File: src/rtl/floo_narrow_reg_responder.sv
// Narrow NoC request terminator backed by a NumRegs x 64-bit register file.
// Handles one AW/W or AR transaction at a time and answers with B/R response flits.
module floo_narrow_reg_responder #(
    parameter int unsigned NumRegs    = 16,
    parameter int unsigned IdWidth    = 8,
    parameter int unsigned AxiIdWidth = 4,
    parameter int unsigned AddrWidth  = 48
) (
    input  logic                  clk_i,
    input  logic                  rst_ni,
    input  logic [IdWidth-1:0]    id_i,
    input  logic                  req_valid_i,
    output logic                  req_ready_o,
    input  logic [1:0]            req_ch_i,
    input  logic [IdWidth-1:0]    req_src_id_i,
    input  logic [AxiIdWidth-1:0] req_axi_id_i,
    input  logic [AddrWidth-1:0]  req_addr_i,
    input  logic [7:0]            req_len_i,
    input  logic [63:0]           req_data_i,
    input  logic [7:0]            req_strb_i,
    input  logic                  req_last_i,
    output logic                  rsp_valid_o,
    input  logic                  rsp_ready_i,
    output logic                  rsp_ch_o,
    output logic [IdWidth-1:0]    rsp_dst_id_o,
    output logic [IdWidth-1:0]    rsp_src_id_o,
    output logic [AxiIdWidth-1:0] rsp_axi_id_o,
    output logic [63:0]           rsp_data_o,
    output logic [1:0]            rsp_resp_o,
    output logic                  rsp_last_o,
    output logic                  err_o
);
    localparam int unsigned IdxW = (NumRegs > 1) ? $clog2(NumRegs) : 1;
    localparam logic [1:0] ChAw = 2'd0;
    localparam logic [1:0] ChW  = 2'd1;
    localparam logic [1:0] ChAr = 2'd2;
    localparam logic [1:0] RespOkay   = 2'b00;
    localparam logic [1:0] RespSlverr = 2'b10;

    typedef enum logic [1:0] {IDLE, WDATA, WRESP, RRESP} state_e;

    state_e                state_q;
    logic [IdWidth-1:0]    src_q;
    logic [AxiIdWidth-1:0] axi_id_q;
    logic [12:0]           base_q;
    logic [7:0]            len_q;
    logic [7:0]            beat_q;
    logic                  werr_q;
    logic [63:0]           regs [NumRegs];

    // Word indices are 14 bits wide so base + beat never wraps back into range.
    logic [13:0] cur_idx, next_idx, first_idx;
    logic        cur_ok, wr_err;
    logic        unused_addr;

    assign cur_idx     = {1'b0, base_q} + 14'(beat_q);
    assign next_idx    = cur_idx + 14'd1;
    assign first_idx   = {1'b0, req_addr_i[15:3]};
    assign cur_ok      = in_range(cur_idx);
    assign wr_err      = werr_q | ~cur_ok;
    assign unused_addr = ^{req_addr_i[2:0], req_addr_i[AddrWidth-1:16]};

    function automatic logic in_range(input logic [13:0] idx);
        return idx < 14'(NumRegs);
    endfunction

    function automatic logic [63:0] read_word(input logic [13:0] idx);
        return in_range(idx) ? regs[idx[IdxW-1:0]] : 64'd0;
    endfunction

    function automatic logic [63:0] merge(input logic [63:0] old, input logic [63:0] data,
                                          input logic [7:0] strb);
        logic [63:0] res;
        res = old;
        for (int b = 0; b < 8; b++) begin
            if (strb[b]) res[8*b +: 8] = data[8*b +: 8];
        end
        return res;
    endfunction

    always_comb begin
        req_ready_o = 1'b0;
        unique case (state_q)
            IDLE:    req_ready_o = 1'b1;
            WDATA:   req_ready_o = req_valid_i && (req_ch_i == ChW);
            default: req_ready_o = 1'b0;
        endcase
    end

    always_ff @(posedge clk_i or negedge rst_ni) begin
        if (!rst_ni) begin
            state_q      <= IDLE;
            src_q        <= '0;
            axi_id_q     <= '0;
            base_q       <= '0;
            len_q        <= '0;
            beat_q       <= '0;
            werr_q       <= 1'b0;
            rsp_valid_o  <= 1'b0;
            rsp_ch_o     <= 1'b0;
            rsp_dst_id_o <= '0;
            rsp_src_id_o <= '0;
            rsp_axi_id_o <= '0;
            rsp_data_o   <= '0;
            rsp_resp_o   <= '0;
            rsp_last_o   <= 1'b0;
            err_o        <= 1'b0;
            for (int i = 0; i < int'(NumRegs); i++) regs[i] <= '0;
        end else begin
            err_o <= 1'b0;
            unique case (state_q)
                IDLE: begin
                    if (req_valid_i) begin
                        if (req_ch_i == ChAw || req_ch_i == ChAr) begin
                            src_q    <= req_src_id_i;
                            axi_id_q <= req_axi_id_i;
                            base_q   <= req_addr_i[15:3];
                            len_q    <= req_len_i;
                            beat_q   <= '0;
                            werr_q   <= 1'b0;
                        end
                        if (req_ch_i == ChAw) begin
                            state_q <= WDATA;
                        end else if (req_ch_i == ChAr) begin
                            // First R beat is prepared straight from the AR flit.
                            state_q      <= RRESP;
                            rsp_valid_o  <= 1'b1;
                            rsp_ch_o     <= 1'b1;
                            rsp_dst_id_o <= req_src_id_i;
                            rsp_src_id_o <= id_i;
                            rsp_axi_id_o <= req_axi_id_i;
                            rsp_data_o   <= read_word(first_idx);
                            rsp_resp_o   <= in_range(first_idx) ? RespOkay : RespSlverr;
                            rsp_last_o   <= (req_len_i == 8'd0);
                        end else begin
                            err_o <= 1'b1;
                        end
                    end
                end
                WDATA: begin
                    if (req_valid_i && req_ch_i == ChW) begin
                        if (cur_ok) regs[cur_idx[IdxW-1:0]] <=
                            merge(regs[cur_idx[IdxW-1:0]], req_data_i, req_strb_i);
                        werr_q <= wr_err;
                        if (req_last_i != (beat_q == len_q)) err_o <= 1'b1;
                        if (beat_q == len_q) begin
                            state_q      <= WRESP;
                            rsp_valid_o  <= 1'b1;
                            rsp_ch_o     <= 1'b0;
                            rsp_dst_id_o <= src_q;
                            rsp_src_id_o <= id_i;
                            rsp_axi_id_o <= axi_id_q;
                            rsp_data_o   <= '0;
                            rsp_resp_o   <= wr_err ? RespSlverr : RespOkay;
                            rsp_last_o   <= 1'b1;
                        end else begin
                            beat_q <= beat_q + 8'd1;
                        end
                    end
                end
                WRESP: begin
                    if (rsp_ready_i) begin
                        rsp_valid_o <= 1'b0;
                        state_q     <= IDLE;
                    end
                end
                RRESP: begin
                    if (rsp_ready_i) begin
                        if (beat_q == len_q) begin
                            rsp_valid_o <= 1'b0;
                            state_q     <= IDLE;
                        end else begin
                            beat_q     <= beat_q + 8'd1;
                            rsp_data_o <= read_word(next_idx);
                            rsp_resp_o <= in_range(next_idx) ? RespOkay : RespSlverr;
                            rsp_last_o <= ((beat_q + 8'd1) == len_q);
                        end
                    end
                end
                default: state_q <= IDLE;
            endcase
        end
    end
endmodule
File: config.mk
export PLATFORM = sky130hd
export DESIGN_NAME = floo_narrow_reg_responder
export DESIGN_NICKNAME = d
export VERILOG_FILES = /design/src/rtl/floo_narrow_reg_responder.sv
export SDC_FILE = /design/constraint.sdc
export NUM_CORES = 2
export LEC_CHECK = 0
export ABC_AREA = 1
export CAP_MARGIN = 30
export CORE_MARGIN = 2
export CORE_UTILIZATION = 40
export DETAILED_ROUTE_END_ITERATION = 6
export PLACE_DENSITY = 0.56
export REMOVE_ABC_BUFFERS = 1
export SYNTH_ARGS = -nofsm -noshare
export SYNTH_HDL_FRONTEND = slang
export SYNTH_SLANG_ARGS = --single-unit
File: constraint.sdc
create_clock -name clk_i -period 4.05 [get_ports clk_i]
set_clock_uncertainty 0.1 [all_clocks]
set_input_delay 0.81 -clock clk_i [delete_from_list [all_inputs] [get_ports clk_i]]
set_output_delay 0.81 -clock clk_i [all_outputs]
set_load 0.02 [all_outputs]
# ---- After elaboration in Yosys (flattened, before gate mapping)
# Cells that the tools add are included.
# W data, S select, Z words.
dict set report totals {
  reg_bits 1158
  in_bits 155
  output_inout_bits 91
  elab_cells 208
}
dict set report op_classes {
  add_sub_neg 3
  n_lt_le_gt_ge 7
  n_eq_ne 19
  muxes 126
  n_bitwise 5
  n_reduce_logical 16
}
# op n
set op_table {}
lappend op_table {{$bwmux W1024} 1}
lappend op_table {{$mux W64} 16}
lappend op_table {{$bmux W64 S4} 3}
lappend op_table {{$mux W8} 47}
lappend op_table {{$demux W64 S4} 1}
lappend op_table {{$pmux W64 S3} 1}
lappend op_table {{$mux W2} 18}
lappend op_table {{$pmux W8 S2} 2}
lappend op_table {{$lt A14 B5 Y1 const B} 2}
lappend op_table {{$pmux W8 S3} 1}
lappend op_table {{$mux W1} 22}
lappend op_table {{$mux W4} 5}
lappend op_table {{$ne A2 B2 Y1 const B} 10}
lappend op_table {{$eq A8 B8 Y1} 2}
lappend op_table {{$reduce_and A8 Y1} 2}
lappend op_table {{$ge A5 B5 Y1 const B} 3}
lappend op_table {{$not A4 Y5} 3}
lappend op_table {{$add A13 B8 Y14} 1}
lappend op_table {{$add A14 B1 Y14 const B} 1}
lappend op_table {{$lt A13 B5 Y1 const B} 1}
lappend op_table {{$add A8 B1 Y8 const B} 1}
lappend op_table {{$logic_not A8 Y1} 1}
lappend op_table {{$pmux W1 S2} 4}
lappend op_table {{$pmux W2 S4} 1}
lappend op_table {{21 further kinds} 27}

# ---- Longest topological paths before layout
dict set report depth {
  depth_word 10
  ltp_mapped 19
}

# ---- Least setup slack after synthesis
# No wires, ideal clock.
dict set report synth_timing {
  path_kind {register -> register}
  startpoint {register beat_q[0]}
  endpoint {register regs[245] (netlist name)}
  setup_ns 0.149
  arrival_time_ns 2.989
  required_ns 3.801
  path_slack_ns 0.812
  stages_incl_launch_ff 16
  synth_period_minus_slack_ns 3.238
  cell_sequence {dfrtp_1 ha_1 inv_2 buf_4 buf_4 buf_4 buf_6 buf_2 buf_2 clkbuf_1 ha_1 nand4_1 buf_2 buf_1 nand2_1 o21ai_0}
}
dict set report synth_between {
  elab_chain_len 10
  elab_cells_between_ends 17
  cone_classes {1 x add/sub; 3 x order compare; 10 x mux; 1 x bitwise; 2 x reduce/logical}
}
# element line
set synth_lines {}
lappend synth_lines {{from (decl)} 47} ;# logic [7:0] beat_q;
lappend synth_lines {{from (signal assigned)} 157} ;# beat_q <= beat_q + 8'd1;
lappend synth_lines {{from (signal assigned)} 173} ;# beat_q <= beat_q + 8'd1;
lappend synth_lines {{$add A13 B8 Y14 (*)} 56} ;# assign cur_idx = {1'b0, base_q} + 14'(beat_q);
lappend synth_lines {{$not A4 Y5 (not written as such)} {142, 143}}
lappend synth_lines {{$bmux W64 S4} 143} ;# merge(regs[cur_idx[IdxW-1:0]], req_data_i, req_strb_i);
lappend synth_lines {{$mux W64 (not written as such) (2 in series)} 143}
lappend synth_lines {{$mux W8} 76} ;# if (strb[b]) res[8*b +: 8] = data[8*b +: 8];
lappend synth_lines {{$mux W8} 142} ;# if (cur_ok) regs[cur_idx[IdxW-1:0]] <=
lappend synth_lines {{$mux W8} 141} ;# if (req_valid_i && req_ch_i == ChW) begin
lappend synth_lines {{$mux W8} 111} ;# unique case (state_q)
lappend synth_lines {{$bwmux W1024} 142}
lappend synth_lines {{to (signal, indexed assignment)} 142}
lappend synth_lines {{to (decl)} 49} ;# logic [63:0] regs [NumRegs];
# Every way passes the cells marked *; elsewhere a longest branch is shown, timed or not. The select of a mux whose other input is x is not followed.
# A chain may end at the register's enable or synchronous reset.

# ---- Final worst setup path
dict set report layout_timing {
  startpoint {register state_q[0]}
  endpoint {output port req_ready_o}
}
dict set report layout_between {
  elab_chain_len 2
  elab_cells_between_ends 3
  cone_classes {1 x eq/ne; 1 x mux; 1 x reduce/logical}
}
# element line
set layout_lines {}
lappend layout_lines {{from (decl)} 42} ;# state_e state_q;
lappend layout_lines {{from (signal assigned)} 92} ;# state_q <= IDLE;
lappend layout_lines {{from (signal assigned)} 123} ;# state_q <= WDATA;
lappend layout_lines {{from (signal assigned)} 126} ;# state_q <= RRESP;
lappend layout_lines {{$eq A2 B1 Y1 / $logic_not A2 Y1 (equally long branches)} 83} ;# unique case (state_q)
lappend layout_lines {{$pmux W1 S2 (*)} 83}
lappend layout_lines {{to (decl)} 13} ;# output logic req_ready_o,
# Every way passes the cells marked *; elsewhere a longest branch is shown, timed or not.

==> metrics.txt <==
status complete, but fails checks; failing checks design-rule violations; Storage cell area 0.0290 mm^2; root buf cell clkbuf_16; Peak Freq 255 MHz; Vias 73,558; setup repair after global routing missed its margin no; largest net degree at the start of global routing about 130; maximum VDD drop between 0.0015 and 0.002 V; clock buffer depth 3; EDFF count, synth 0; Arrival @ worst endpoint 3.01 ns; largest cells by area after synthesis dfrtp_1 (40%), o21ai_0 (12%), a21oi_1 (12%), nand2_1 (7.9%), o21ai_1 (3.6%); hpwl dp approximately 160,000 um; post-synthesis register bit count 1,157; Post-Route WL 291,000 um; vias per inst 6.13; Synth Cell Area 0.0721 mm^2; setup TNS 0 ns; CTS clk-pin slew, worst paths 0.05 ns; Warnings, synthesis 0; fillers 18,037; Avg Synthesized Cell Area 7.36 um^2; Crit path required time about 3.1 ns; CP max stage cell clkdlybuf4s50_1; Top Metal Used met5; First-pass DRT Iterations 7; Layout area overhead 12.7%; Period Utilization, post-route 0.968; Max stage delay on crit path just over 0.6 ns; total core area 0.179 mm^2; final hold vios 0; crit-path max FO 12; gr usage total 0.307; met2 wire length 127,000 um; first-pass GRT wire length 436,000 um; Synth top area share 0.402; Pwr Total 79.1 mW; DRT antenna net count 0; initial antenna violation count 8; DRC 3; Leak 32.2 nW; Hold Crit Class reg -> reg; Mapped Cells 9,794; Die H 429 um; CTS tree done; met1 WL 120,000 um; share of the yosys chip area belonging to registers 0.402; cell taking the most area after synthesis dfrtp_1; layout cells sized above 1 0.0838; max-capacitance violation count 0; Buf+Inv Stages, Crit Path 4; final setup fails 0; PortBufs 209; Tmin final 3.92 ns; GP Congestion 0.886; area of the multi-input gates ~0.036 mm^2; Cell Chain, Critical Path inv_1 > nor2_4 > clkinvlp_4 > nor2_2 > inv_1 > nand2_1 > clkdlybuf4s50_1; wire per inst 24.2 um; PwrDens 973 mW/mm^2; CTS H-Tree Depth 4; Rows 155; CTS buffer count 142; Die Area 0.184 mm^2; Initial Util 0.403; Top FF cell, synth dfrtp_1; initial DRC count approximately 10,000; remaining global-route overflow 0; clock sink count 1,157; Clock Latency Late Sink 0.82 ns; family with the most delay on the worst path buffers and inverters; Slew @ Worst Pin 0.967 ns; final-report max-slew violation count 0; die span in x 429 um; Setup CP Type reg -> out; met3 WL 28,200 um; fraction of registers with async set/reset 1.00; Worst setup EP type primary output; Final Core Density 0.454; slew margin rel. 0.356; CP startpoint kind register; Yosys cell types between 50 and 60; most used cell, CP inv_1; Final nets 9,703; number of global-route vias before repair 68,219; I/O pins roughly 250
## report_power, final
| group | switching [mW] | total [mW] | internal [mW] | leakage (nW) |
|---|---|---|---|---|
| registers | 0.769 | 13.1 | 12.3 | 15.9 |
| logic | 36.0 | 52.9 | 16.9 | 13.9 |
| clock network | 5.37 | 13.1 | 7.72 | 2.33 |
## cells in the mapped netlist, drive strengths merged (64+ instances only)
library cell / n
o21ai: 2357
a21oi: 1678
nand2: 1530
dfrtp: 1157
inv: 604
clkbuf: 548
buf: 422
nor2: 369
nand3: 353
o211ai: 280
a31oi: 106
o311ai: 64
o31ai: 64
## path summary, 6_finish.rpt
check / start / end / slack [ns] / cells past startpoint
worst max register to register: beat_q[0]$_DFFE_PN0P_ / regs[222]$_DFFE_PN0P_ / 0.23 / 16
worst min-delay path: rsp_src_id_o[0]$_DFFE_PN0P_ / rsp_src_id_o[0]$_DFFE_PN0P_ / 0.37 / 2
worst max-delay path: state_q[0]$_DFFE_PN0P_ / req_ready_o / 0.13 / 7
worst min register to register: rsp_src_id_o[0]$_DFFE_PN0P_ / rsp_src_id_o[0]$_DFFE_PN0P_ / 0.37 / 2
min in group asynchronous: rst_ni / regs[87]$_DFFE_PN0P_ / 0.50 / 2
max in group asynchronous: rst_ni / regs[729]$_DFFE_PN0P_ / 2.24 / 3
## worst min-delay path, delay by kind of cell, from the launching register on
family | cells | cell delay [ns]
flops | 1 | 0.34
simple gates | 2 | 0.10
## cell families (layout without fill, tap and decap cells)
| logic type | count (synthesis) | after routing | share of synthesized area |
|---|---|---|---|
| flip-flops | 1157 | 1157 | 0.402 |
| XOR/XNOR | 19 | 19 | 0.00231 |
| adder cells (fa/ha/maj) | 14 | 14 | 0.00253 |
| AO/OA/AOI/OAI | 4701 | 4701 | 0.360 |
| buffers and inverters | 1575 | 1422 | 0.101 |
| other | 1 | 3 | 0.0000520 |
| AND/OR/NAND/NOR | 2327 | 2327 | 0.133 |
## area by class of cell
class | count | area share
multi-input combinational | 7062 | 0.443
sequential | 1157 | 0.356
timing repair buffer | 565 | 0.0775
clock buffer | 215 | 0.0526
tap | 2355 | 0.0363
inverter | 605 | 0.0287
clock inverter | 36 | 0.00565
timing repair inverter | 1 | 0.0000616
antenna | 2 | 0.0000616
## routing by layer
metal | GRT usage | vias up
li1 | - | 33653
met1 | 0.414 | 35017
met3 | 0.0539 | 810
met5 | 0 | -
met4 | 0.150 | 6
met2 | 0.476 | 4072
## state kept, by name, summed over array words and instances (netlist names), 2 cells and up
signal        count
regs           1024
state_q           2
rsp_src_id_o      8
beat_q            8
base_q           13
src_q             8
rsp_axi_id_o      4
rsp_dst_id_o      8
len_q             8
rsp_data_o       64
axi_id_q          4
## placed cells by master (no fill, tap or decap), drive strengths merged, types with 3 or more instances in the layout
cell	instances
or2	8
o32ai	15
o22ai	40
dfrtp	1157
nor2	369
o211ai	280
nand2	1530
o311ai	64
buf	360
o21a	3
clkinv	20
nor3	12
a211oi	3
clkbuf	215
bufinv	7
o31ai	64
a21oi	1678
nand4	21
o21ai	2357
ha	13
xnor2	7
a31oi	106
nand3	353
or3	30
o2bb2ai	60
clkinvlp	3
clkdlybuf4s50	204
o211a	29
inv	612
xor2	12
## through the flow
stage	setup slack, ns	cells	hold WS, ns	instance area (um^2)
after floorplan	-47.30	8824	0.348	67100
after global placement	0.276	11741	0.354	76400
after detailed placement	0.241	11742	0.362	76500
after CTS	0.0687	11995	0.376	81200
after global routing	0.00564	11996	0.390	81200
final	0.130	11998	0.370	81200
## what timing repair did
action | CTS | global route
gates resized for setup | 2 | 1
endpoints found under the hold margin | 43 | 0
hold buffers | 1 | 0
setup buffers | 0 | 0
setup endpoints to repair | 1 | 1
cloned | 1 | 0
Power figures use the tool's default switching activity.
